File: config.mk
export PLATFORM = sky130hd
export DESIGN_NAME = vram_arbiter
export DESIGN_NICKNAME = d
export VERILOG_FILES = /design/src/rtl/vram_arbiter.sv
export SDC_FILE = /design/constraint.sdc
export NUM_CORES = 1
export LEC_CHECK = 0
export ABC_AREA = 1
export CAP_MARGIN = 20
export CORE_MARGIN = 4
export CORE_UTILIZATION = 49
export CTS_CLUSTER_SIZE = 40
export DETAILED_ROUTE_END_ITERATION = 10
export PLACE_DENSITY = 0.95
export SYNTH_ARGS = -nofsm -noshare
export SYNTH_HDL_FRONTEND = slang
export SYNTH_SLANG_ARGS = --single-unit
File: constraint.sdc
create_clock -name clk -period 2.1 [get_ports clk]
set_input_delay 0.42 -clock clk [delete_from_list [all_inputs] [get_ports clk]]
set_output_delay 0.42 -clock clk [all_outputs]
set_load 0.05 [all_outputs]
File: src/rtl/vram_arbiter.sv
// rtl/vram_arbiter.sv - single-port VRAM arbiter: display fetch priority, host writes in spare slots
module vram_arbiter #(
  parameter int FB_W        = 160,
  parameter int FB_H        = 120,
  parameter int SCALE_SHIFT = 2,
  parameter int DATA_W      = 3,
  parameter int ADDR_W      = 15
) (
  input  logic              clk,
  input  logic              reset,
  input  logic              p_tick,
  input  logic              video_on,
  input  logic [9:0]        pixel_x,
  input  logic [9:0]        pixel_y,
  input  logic              wr_req,
  input  logic [ADDR_W-1:0] wr_addr,
  input  logic [DATA_W-1:0] wr_data,
  output logic              wr_ack,
  output logic              wr_err,
  output logic [ADDR_W-1:0] mem_addr,
  output logic              mem_we,
  output logic [DATA_W-1:0] mem_wdata,
  input  logic [DATA_W-1:0] mem_rdata,
  output logic [DATA_W-1:0] pix_data,
  output logic              pix_valid
);

  localparam logic [ADDR_W-1:0] FB_W_A  = ADDR_W'(FB_W);
  localparam int unsigned       FB_SIZE = FB_W * FB_H;

  typedef enum logic [1:0] {IDLE, RD, CAP, WR} state_t;

  state_t            state, state_next;
  logic              p_tick_d;
  logic              rise;
  logic [1:0]        ph_q;
  logic [1:0]        ph;
  logic              vis;
  logic              rise_d1, rise_d2;
  logic [ADDR_W-1:0] row, col, disp_addr;
  logic              wr_in_range;
  logic              wr_slot;
  logic              load_rd, load_wr;

  // Rising edge of the pixel tick marks cycle R of each pixel period.
  assign rise = p_tick & ~p_tick_d;

  // Phase is 0 in the rise cycle itself and counts up to 3 in R+3.
  assign ph = rise ? 2'd0 : ph_q;

  // Framebuffer address of the scaled-down pixel being scanned.
  assign row       = ADDR_W'(pixel_y >> SCALE_SHIFT);
  assign col       = ADDR_W'(pixel_x >> SCALE_SHIFT);
  assign disp_addr = row * FB_W_A + col;

  assign wr_in_range = 32'(wr_addr) < FB_SIZE;

  // A write started now must finish before the next rise, so ph=3 is never used to start one.
  assign wr_slot = wr_req && (ph != 2'd3);

  // Tick edge detection, phase counter and per-period display flags.
  always_ff @(posedge clk or posedge reset) begin
    if (reset) begin
      p_tick_d <= 1'b0;
      ph_q     <= 2'd0;
      vis      <= 1'b0;
      rise_d1  <= 1'b0;
      rise_d2  <= 1'b0;
    end else begin
      p_tick_d <= p_tick;
      ph_q     <= (ph == 2'd3) ? 2'd3 : ph + 2'd1;
      if (rise) begin
        vis <= video_on;
      end
      rise_d1 <= rise;
      rise_d2 <= rise_d1;
    end
  end

  // FSM state register.
  always_ff @(posedge clk or posedge reset) begin
    if (reset) begin
      state <= IDLE;
    end else begin
      state <= state_next;
    end
  end

  // Next-state logic: display read wins at an active rise, writes fill the remaining slots.
  always_comb begin
    state_next = state;
    load_rd    = 1'b0;
    load_wr    = 1'b0;
    case (state)
      IDLE: begin
        if (rise && video_on) begin
          state_next = RD;
          load_rd    = 1'b1;
        end else if (wr_slot) begin
          state_next = WR;
          load_wr    = 1'b1;
        end
      end
      RD: begin
        state_next = CAP;
      end
      CAP: begin
        if (wr_slot) begin
          state_next = WR;
          load_wr    = 1'b1;
        end else begin
          state_next = IDLE;
        end
      end
      WR: begin
        state_next = IDLE;
      end
      default: begin
        state_next = IDLE;
      end
    endcase
  end

  // Registered RAM port and write handshake; strobes last exactly the WR cycle.
  always_ff @(posedge clk or posedge reset) begin
    if (reset) begin
      mem_addr  <= '0;
      mem_we    <= 1'b0;
      mem_wdata <= '0;
      wr_ack    <= 1'b0;
      wr_err    <= 1'b0;
    end else begin
      mem_we <= 1'b0;
      wr_ack <= 1'b0;
      wr_err <= 1'b0;
      if (load_rd) begin
        mem_addr <= disp_addr;
      end else if (load_wr) begin
        mem_addr  <= wr_addr;
        mem_wdata <= wr_data;
        mem_we    <= wr_in_range;
        wr_ack    <= 1'b1;
        wr_err    <= ~wr_in_range;
      end
    end
  end

  // Pixel output three clocks after every rise; blanked periods output black.
  always_ff @(posedge clk or posedge reset) begin
    if (reset) begin
      pix_data  <= '0;
      pix_valid <= 1'b0;
    end else begin
      pix_valid <= rise_d2;
      if (rise_d2) begin
        pix_data <= (vis && state == CAP) ? mem_rdata : '0;
      end
    end
  end

endmodule
* Yosys cells after proc, flatten, opt, wreduce, memory -nomap -nowiden
Cells that the tools add are included. Widths: inputs -> output; s select.
Word-level totals: register bits 33, input port bits 46, output and inout port bits 25
Operators by class: add/sub/neg operators 2, multipliers 1, $lt $le $gt $ge 1, equal/unequal tests 6, muxes and demuxes 20, bitwise operators 4, reductions and logical operators 6
Operators by type and width (count):
- $mux 15 | 2
- $add 15x8->15 | 1
- $lt 15x15->1 const B | 1
- $mul 8x3->10 const B | 1
- $mux 1 | 10
- $mux 2 | 5
- $pmux 2 s4 | 1
- $eq 2x2->1 const B | 3
- $logic_and 1x1->1 | 3
- $mux 3 | 1
- $ne 3x3->1 const B | 1
- $not 1->1 | 3
- $add 2x1->2 const B | 1
- $eq 2x1->1 const B | 1
- $logic_not 2->1 | 1
- $ne 2x2->1 const B | 1
- $pmux 1 s2 | 1
- $reduce_and 2->1 | 1
- $reduce_bool 2->1 | 1
- $and 1x1->1 | 1

* Depth between registers and ports, before layout
Gate-level depths: netlist of run 1.
depth in word-level cells 10, depth in mapped cells 14, mapped depth without buffers 14

* Worst setup path before layout of run 1
Ideal clock, no wire load.
path type input -> register, start point input pixel_y[3], end point register mem_addr[12], arrival 2062 ps, required time 1969 ps, setup slack -93 ps, stages on the path 12, path through ha_1 ha_1 inv_1 fa_1 nor2_1 nand3_1 nand2_1 nand2_1 nor2_1 nand2_1 nand3_1 o211ai_1
Between the ends: word-level cells in the longest chain between the ends 3
RTL lines:
- from (decl) | line 14 | input logic [9:0] pixel_y,
- $mul 8x3->10 | line 54 | assign disp_addr = row * FB_W_A + col;
- $add 15x8->15 | line 54
- $mux 15 | line 136 | if (load_rd) begin
- to (signal assigned) | line 137 | mem_addr <= disp_addr;
- to (signal assigned) | line 139 | mem_addr <= wr_addr;
- to (decl) | line 20 | output logic [ADDR_W-1:0] mem_addr,
Every way passes these cells. A chain may end at the register's enable or synchronous reset.

* Worst setup path in the final report of run 1
start point input pixel_y[3], end point register mem_addr[13]
The elaborated chain is that of the path after synthesis.

==> impl_metrics.tcl, run 1 <==
set metrics [dict create \
    vias 2150 \
    place_congestion 0.848 \
    yosys.cell_types.count 28 \
    fmax_mhz 489 \
    hold_violations 0 \
    leakage_nw 1.62 \
    grt_overflow 0 \
    final_layout_size_suffix_gt1_frac 0.299 \
    first_pass_iters 4 \
    cap_violations 0 \
    num_antenna_cells 0 \
    synth_cells 251 \
    setup_ws_ps 56.5 \
    ant_nets 0 \
    grt_pass1_vias 2260 \
    drc_errors 0 \
    grt_usage 0.247 \
    coreArea_um2 4030 \
    cp-end-kind "flip-flop" \
    drt_wl_total_um 6560 \
    worstHoldPathType "reg -> reg" \
    cts_tree "yes" \
    syn_nets 314 \
    port_buffers 66 \
    relSlewSlack 0.642 \
    post_drt_wl_per_cell_um 16.2 \
    final_nets 417 \
    finalClockSkew_ps 10.9 \
    timing.final.crit_share 0.973 \
    rr_worst_depth 8 \
    reg2reg_slack_ps 540 \
    max_stage_delay_ps 370 \
    start_util 0.514 \
    clockBufferDepth 2 \
    cts_inserted_buffers 5 \
    crit_chain "buf_6 > ha_4 > ha_4 > inv_2 > fa_2 > nand3b_1 > nand2_2 > xor2_2 > nand4_1 > nand3_1 > nand2_1" \
    cp_data_arrival_time_ps 2230 \
    powerDensity_nw_per_um2 869 \
    crit_path_frequent_cell "ha_4" \
    dp_hpwl_um 4330 \
    avgSynthCellArea_um2 8.24 \
    htree_num_levels 2 \
    grt_pass1_wl_um 9940 \
    tightest_slew_ps 536 \
    yosysWarningCount 0 \
    area_growth_pct 62.5 \
    rows 23 \
    cp_data_required_time_ps 2290 \
    crit_type "in -> reg" \
    r2r-end "mem_addr[11]" \
    critical_path.startpoint "pixel_y[3]" \
    seq_area_frac_synth 0.399 \
    rsz0062_at_grt "true" \
    crit_fanout 3 \
    insertion_delay_ps 290 \
    power.total_mw 2.92 \
    r2r_start "p_tick_d" \
    fp.dieArea_um2 5330 \
    ios 71 \
    period_minus_slack_ps 2040 \
    fill_cells 238 \
    setup_viol 0 \
    via_per_inst 5.31 \
    cts_sinks 33 \
    endpoint "mem_addr[13]" \
    cp-start-kind "input port" \
    fp.dieW_um 73.0 \
    dp_slack_ps -636 \
    cts.hold.buffers_added 0 \
    cts_root_buf "clkbuf_8" \
    drtIter0Drc 132 \
    grt_max_degree 34 \
    slew_viol_final 0 \
    critPathSlowestCell "fa_2" \
    ys_ff_latch 33 \
    status "completed" \
    die_h_um 73.0 \
    synthesis.area_um2 2070 \
    setup_tns_ps 0 \
    cts.clk_slew.worst_paths_ps 70 \
    antenna_found_initial 0 \
    ir_drop_v 0.000488 \
]
-- cell usage in the layout, fill, tap and decap left out, types with 3 or more instances in the layout --
cell,netlist,final
nor2_4,1,4
nand3_1,23,18
ha_4,0,8
nor2_8,4,4
nand2_2,5,13
o22ai_1,6,6
clkbuf_2,0,3
o21ai_0,7,6
o211ai_1,5,5
nand2_4,1,3
dlymetal6s2s_1,0,3
buf_4,0,32
clkbuf_8,0,6
a21oi_1,8,4
inv_1,38,34
clkdlybuf4s50_1,0,58
nand3_2,0,5
inv_2,1,5
nor2_1,19,16
dfrtp_1,33,33
nand2_1,62,52
a21oi_2,7,10
ha_1,15,5
-- where the power goes --
group          switching [mW]  total [mW]  internal (mW)
combinational           0.906        1.45          0.547
clock                   0.236       0.623          0.387
sequential             0.0810       0.849          0.768
total                    1.22        2.92           1.70
-- Yosys cell counts --
cell type | number | area [um2]
nor2_1 | 19 | 71.3
dfrtp_1 | 33 | 826
a21oi_2 | 7 | 61.3
o22ai_1 | 6 | 37.5
a21oi_1 | 8 | 40.0
nand2_1 | 62 | 233
inv_1 | 38 | 143
nand3b_1 | 1 | 7.51
nor2_4 | 1 | 11.3
nand4_1 | 1 | 6.26
xnor2_1 | 2 | 17.5
inv_2 | 1 | 3.75
o21ai_1 | 1 | 5.00
fa_1 | 2 | 40.0
xor2_1 | 2 | 17.5
buf_8 | 1 | 15.0
o21ai_0 | 7 | 35.0
o21bai_1 | 1 | 7.51
nor3_1 | 2 | 10.0
nand2_4 | 1 | 11.3
o211ai_1 | 5 | 37.5
nand2_2 | 5 | 31.3
nor2_8 | 4 | 80.1
clkbuf_1 | 1 | 3.75
inv_4 | 1 | 6.26
ha_1 | 15 | 188
nand3_1 | 23 | 115
inv_6 | 1 | 8.76
-- routing by layer --
layer / global-route usage / share of wire / wire length [um]
met5: 0 / 0 / 0
met4: 0.127 / 0.042 / 276
met3: 0.0579 / 0.049 / 324
met2: 0.463 / 0.55 / 3600
met1: 0.249 / 0.36 / 2360
-- sequential cells by signal, summed over array words and instances (netlist names) --
| register | cells |
|---|---|
| mem_addr | 15 |
| mem_wdata | 3 |
| pix_data | 3 |
| ph_q | 2 |
| state | 2 |
| mem_we | 1 |
| p_tick_d | 1 |
| pix_valid | 1 |
| rise_d1 | 1 |
| rise_d2 | 1 |
| vis | 1 |
| wr_ack | 1 |
| wr_err | 1 |
-- worst min path at each step --
stage               startpoint      end  slack, ps  depth (start not counted)
floorplan              rise_d1  rise_d2        330                          0
CTS                    rise_d1  rise_d2        350                          0
detailed placement     rise_d1  rise_d2        340                          0
global route           rise_d1  rise_d2        390                          0
finish                 rise_d1  rise_d2        360                          0
global placement       rise_d1  rise_d2        330                          0
-- cell type report --
type	instances	area [um2]	share of cell area
Multi-Input combinational cell	175	1300	0.387
Timing Repair Buffer	98	896	0.266
Clock buffer	7	86.3	0.0257
Tap cell	50	62.6	0.0186
Clock inverter	1	30.0	0.00893
Inverter	41	161	0.0480
Sequential cell	33	826	0.246
-- cells by family (layout without fill, tap and decap cells) --
| family | after synthesis | count (layout) | synth area share |
|---|---|---|---|
| DFF | 33 | 33 | 0.399 |
| and+or+nand+nor | 119 | 119 | 0.279 |
| adders and majority gates | 17 | 17 | 0.110 |
| AOI/OAI and AO/OA | 35 | 35 | 0.108 |
| buffers and inverters | 43 | 147 | 0.0871 |
| xor gates and xnor gates | 4 | 4 | 0.0169 |
-- metrics by stage --
step	util	instance area (um2)	hold WS, ps	std cells
after global placement	0.743	2990	334	391
after floorplan	-	2090	331	251
after CTS	0.805	3240	353	403
after global routing	0.835	3360	389	405
final	0.835	3360	359	405
after detailed placement	0.743	2990	336	391
-- timing repair --
action,CTS,global route
gates resized for setup,33,37
pin swaps,15,23
buffers inserted,4,2
setup endpoints to repair,6,5
-- worst max-delay path: cells and delay by family --
family | cells | cell delay [ps]
fa+ha+maj | 3 | 760
xor+xnor | 1 | 260
simple gates | 5 | 670
buf+inv | 2 | 130
No activity file was read; power rests on OpenSTA's default activity.
==> inputs of run 2 (changes only) <==
- PLACE_DENSITY: 0.95 -> 0.86
- RECOVER_POWER: unset -> 100
==> run 2 against run 1 <==
Net effect: sequential cell count unchanged; via count fell by 1.0%; wire length shrank 6.3%; maximum frequency down 0.95%; utilization increased by 0.31 points; clock skew fell by 4.4 ps; worst setup slack lost 20 ps; largest cell class unchanged.
==> impl_metrics.tcl, run 2 (same netlist as run 1, synthesis figures left out) <==
set metrics [dict create \
    rsz0062_at_grt "true" \
    switchingPower_mw 1.18 \
    fp.dieArea_um2 5330 \
    highest_layer "met4" \
    final_cell_area_um2 3380 \
    status "completed" \
    power_frac_seq 0.296 \
    crit_type "in -> reg" \
    hold_violations 0 \
    ios 71 \
    dp_hpwl_um 4350 \
    post_drt_wl_per_cell_um 15.0 \
    met1_length_um 2280 \
    cts.clk_slew.worst_paths_ps 70 \
    cp_data_arrival_time_ps 2290 \
    reg2reg_slack_ps 420 \
    start_util 0.514 \
    whs_ps 356 \
    layout_commonest_cell "nand2_1" \
    finalClockSkew_ps 6.44 \
    cts_root_buf "clkbuf_8" \
    htree_num_levels 2 \
    fp.dieW_um 73.0 \
    ant_nets 0 \
    fmax_mhz 485 \
    drt_wl_total_um 6140 \
    coreArea_um2 4030 \
    powerDensity_nw_per_um2 842 \
    rr_worst_depth 8 \
    area_growth_pct 63.1 \
    setup_ws_ps 36.9 \
    worstHoldPathType "reg -> reg" \
    place_congestion 0.822 \
    cp-end-kind "flip-flop" \
    grt_max_degree 13 \
    drtIter0Drc 149 \
    tightest_slew_ps 652 \
    cts_inserted_buffers 5 \
    fill_cells 243 \
    dpl-instance-area_um2 3010 \
    cp-start-kind "input port" \
    setup_viol 0 \
    p_comb_frac 0.489 \
    min_from "rise_d1" \
    drc_errors 0 \
    internal_power_mw 1.66 \
    cts.hold.buffers_added 0 \
    wl_met2_um 3360 \
    dp_slack_ps -634 \
    largest_reg_flops 15 \
    cts_tree "yes" \
    antenna_found_initial 0 \
    vias 2128 \
    ir_drop_v 0.000344 \
    whs_path_depth 0 \
    first_pass_iters 4 \
    final_cell_mix "nand2_1 (54), inv_1 (35), dfrtp_1 (33), buf_4 (33), clkdlybuf4s50_1 (31)" \
    slew_viol_final 0 \
    timing.final.crit_share 0.982 \
    r2r_start "p_tick_d" \
    final_layout_size_suffix_gt1_frac 0.275 \
    wl_met3_um 316 \
    cap_violations 0 \
    crit_fanout 2 \
    clockBufferDepth 2 \
    cts_sinks 33 \
    top_register "mem_addr" \
    port_buffers 66 \
    grt_pass1_vias 2184 \
    grt_pass1_wl_um 9530 \
    leakage_nw 1.66 \
    via_per_inst 5.19 \
    p_sw_frac 0.415 \
    grt_usage 0.230 \
    rows 23 \
    relSlewSlack 0.566 \
    insertion_delay_ps 280 \
    final_nets 422 \
    num_antenna_cells 0 \
    period_minus_slack_ps 2060 \
    grt_overflow 0 \
    top_regs "mem_addr x15, mem_wdata x3, pix_data x3" \
    hold_end "rise_d2" \
    die_h_um 73.0 \
    cp_data_required_time_ps 2330 \
    clockPowerShare 0.215 \
    r2r-end "mem_addr[11]" \
]
run 2: stage by stage:
| stage | TNS (ps) | instances | utilization | power (mW) |
|---|---|---|---|---|
| final | 0 | 410 | 0.838 | 2.84 |
| after global routing | -82.6 | 410 | 0.838 | 2.98 |
| after CTS | 0 | 407 | 0.817 | 2.84 |
| after detailed placement | -3590 | 393 | 0.747 | 2.16 |
| after global placement | -3010 | 393 | 0.747 | 2.12 |
| after floorplan | 0 | 251 | - | 1.66 |
run 2: worst max path at each step:
stage,to,from
after global placement,mem_addr[12],pixel_y[3]
after CTS,mem_addr[14],pixel_y[5]
after detailed placement,mem_addr[13],pixel_y[5]
after floorplan,mem_addr[12],pixel_y[5]
after global routing,mem_addr[12],pixel_y[3]
final,mem_addr[14],pixel_y[3]
run 2: critical path: stages:
cell and delay (ps):
buf_8 100, ha_4 260, ha_4 130, inv_2 40, fa_2 500, nor2_4 130
nand3_2 110, nand2_2 130, nand2_4 70, nor2_4 100, nand3_2 80, nand2_1 70
nand3_1 70, nand2_1 60
run 2: area by class of cell:
class	instances	area, um2	area share
timing repair buffer	103	927	0.275
sequential	33	826	0.245
multi-input combinational	175	1280	0.380
inverter	41	161	0.0478
tap	50	62.6	0.0185
clock buffer	7	86.3	0.0256
clock inverter	1	30.0	0.00890
run 2: what timing repair did:
action	4_1_cts	5_1_grt
setup buffers	6	3
pin swaps	12	21
gates resized for setup	34	32
endpoints found under the setup margin	6	7
run 2: layer usage:
layer,up-vias,GRT usage
met5,-,0
met1,988,0.242
met4,0,0.0881
met2,87,0.445
li1,1030,-
met3,23,0.0399
run 2: power by group through the flow:
stage / registers, mW / clock network (mW) / logic [mW]
after floorplan: 1.27 / 0 / 0.391
after global placement: 0.855 / 0 / 1.26
after detailed placement: 0.862 / 0 / 1.30
after CTS: 0.851 / 0.618 / 1.37
after global routing: 0.861 / 0.644 / 1.48
final: 0.842 / 0.611 / 1.39
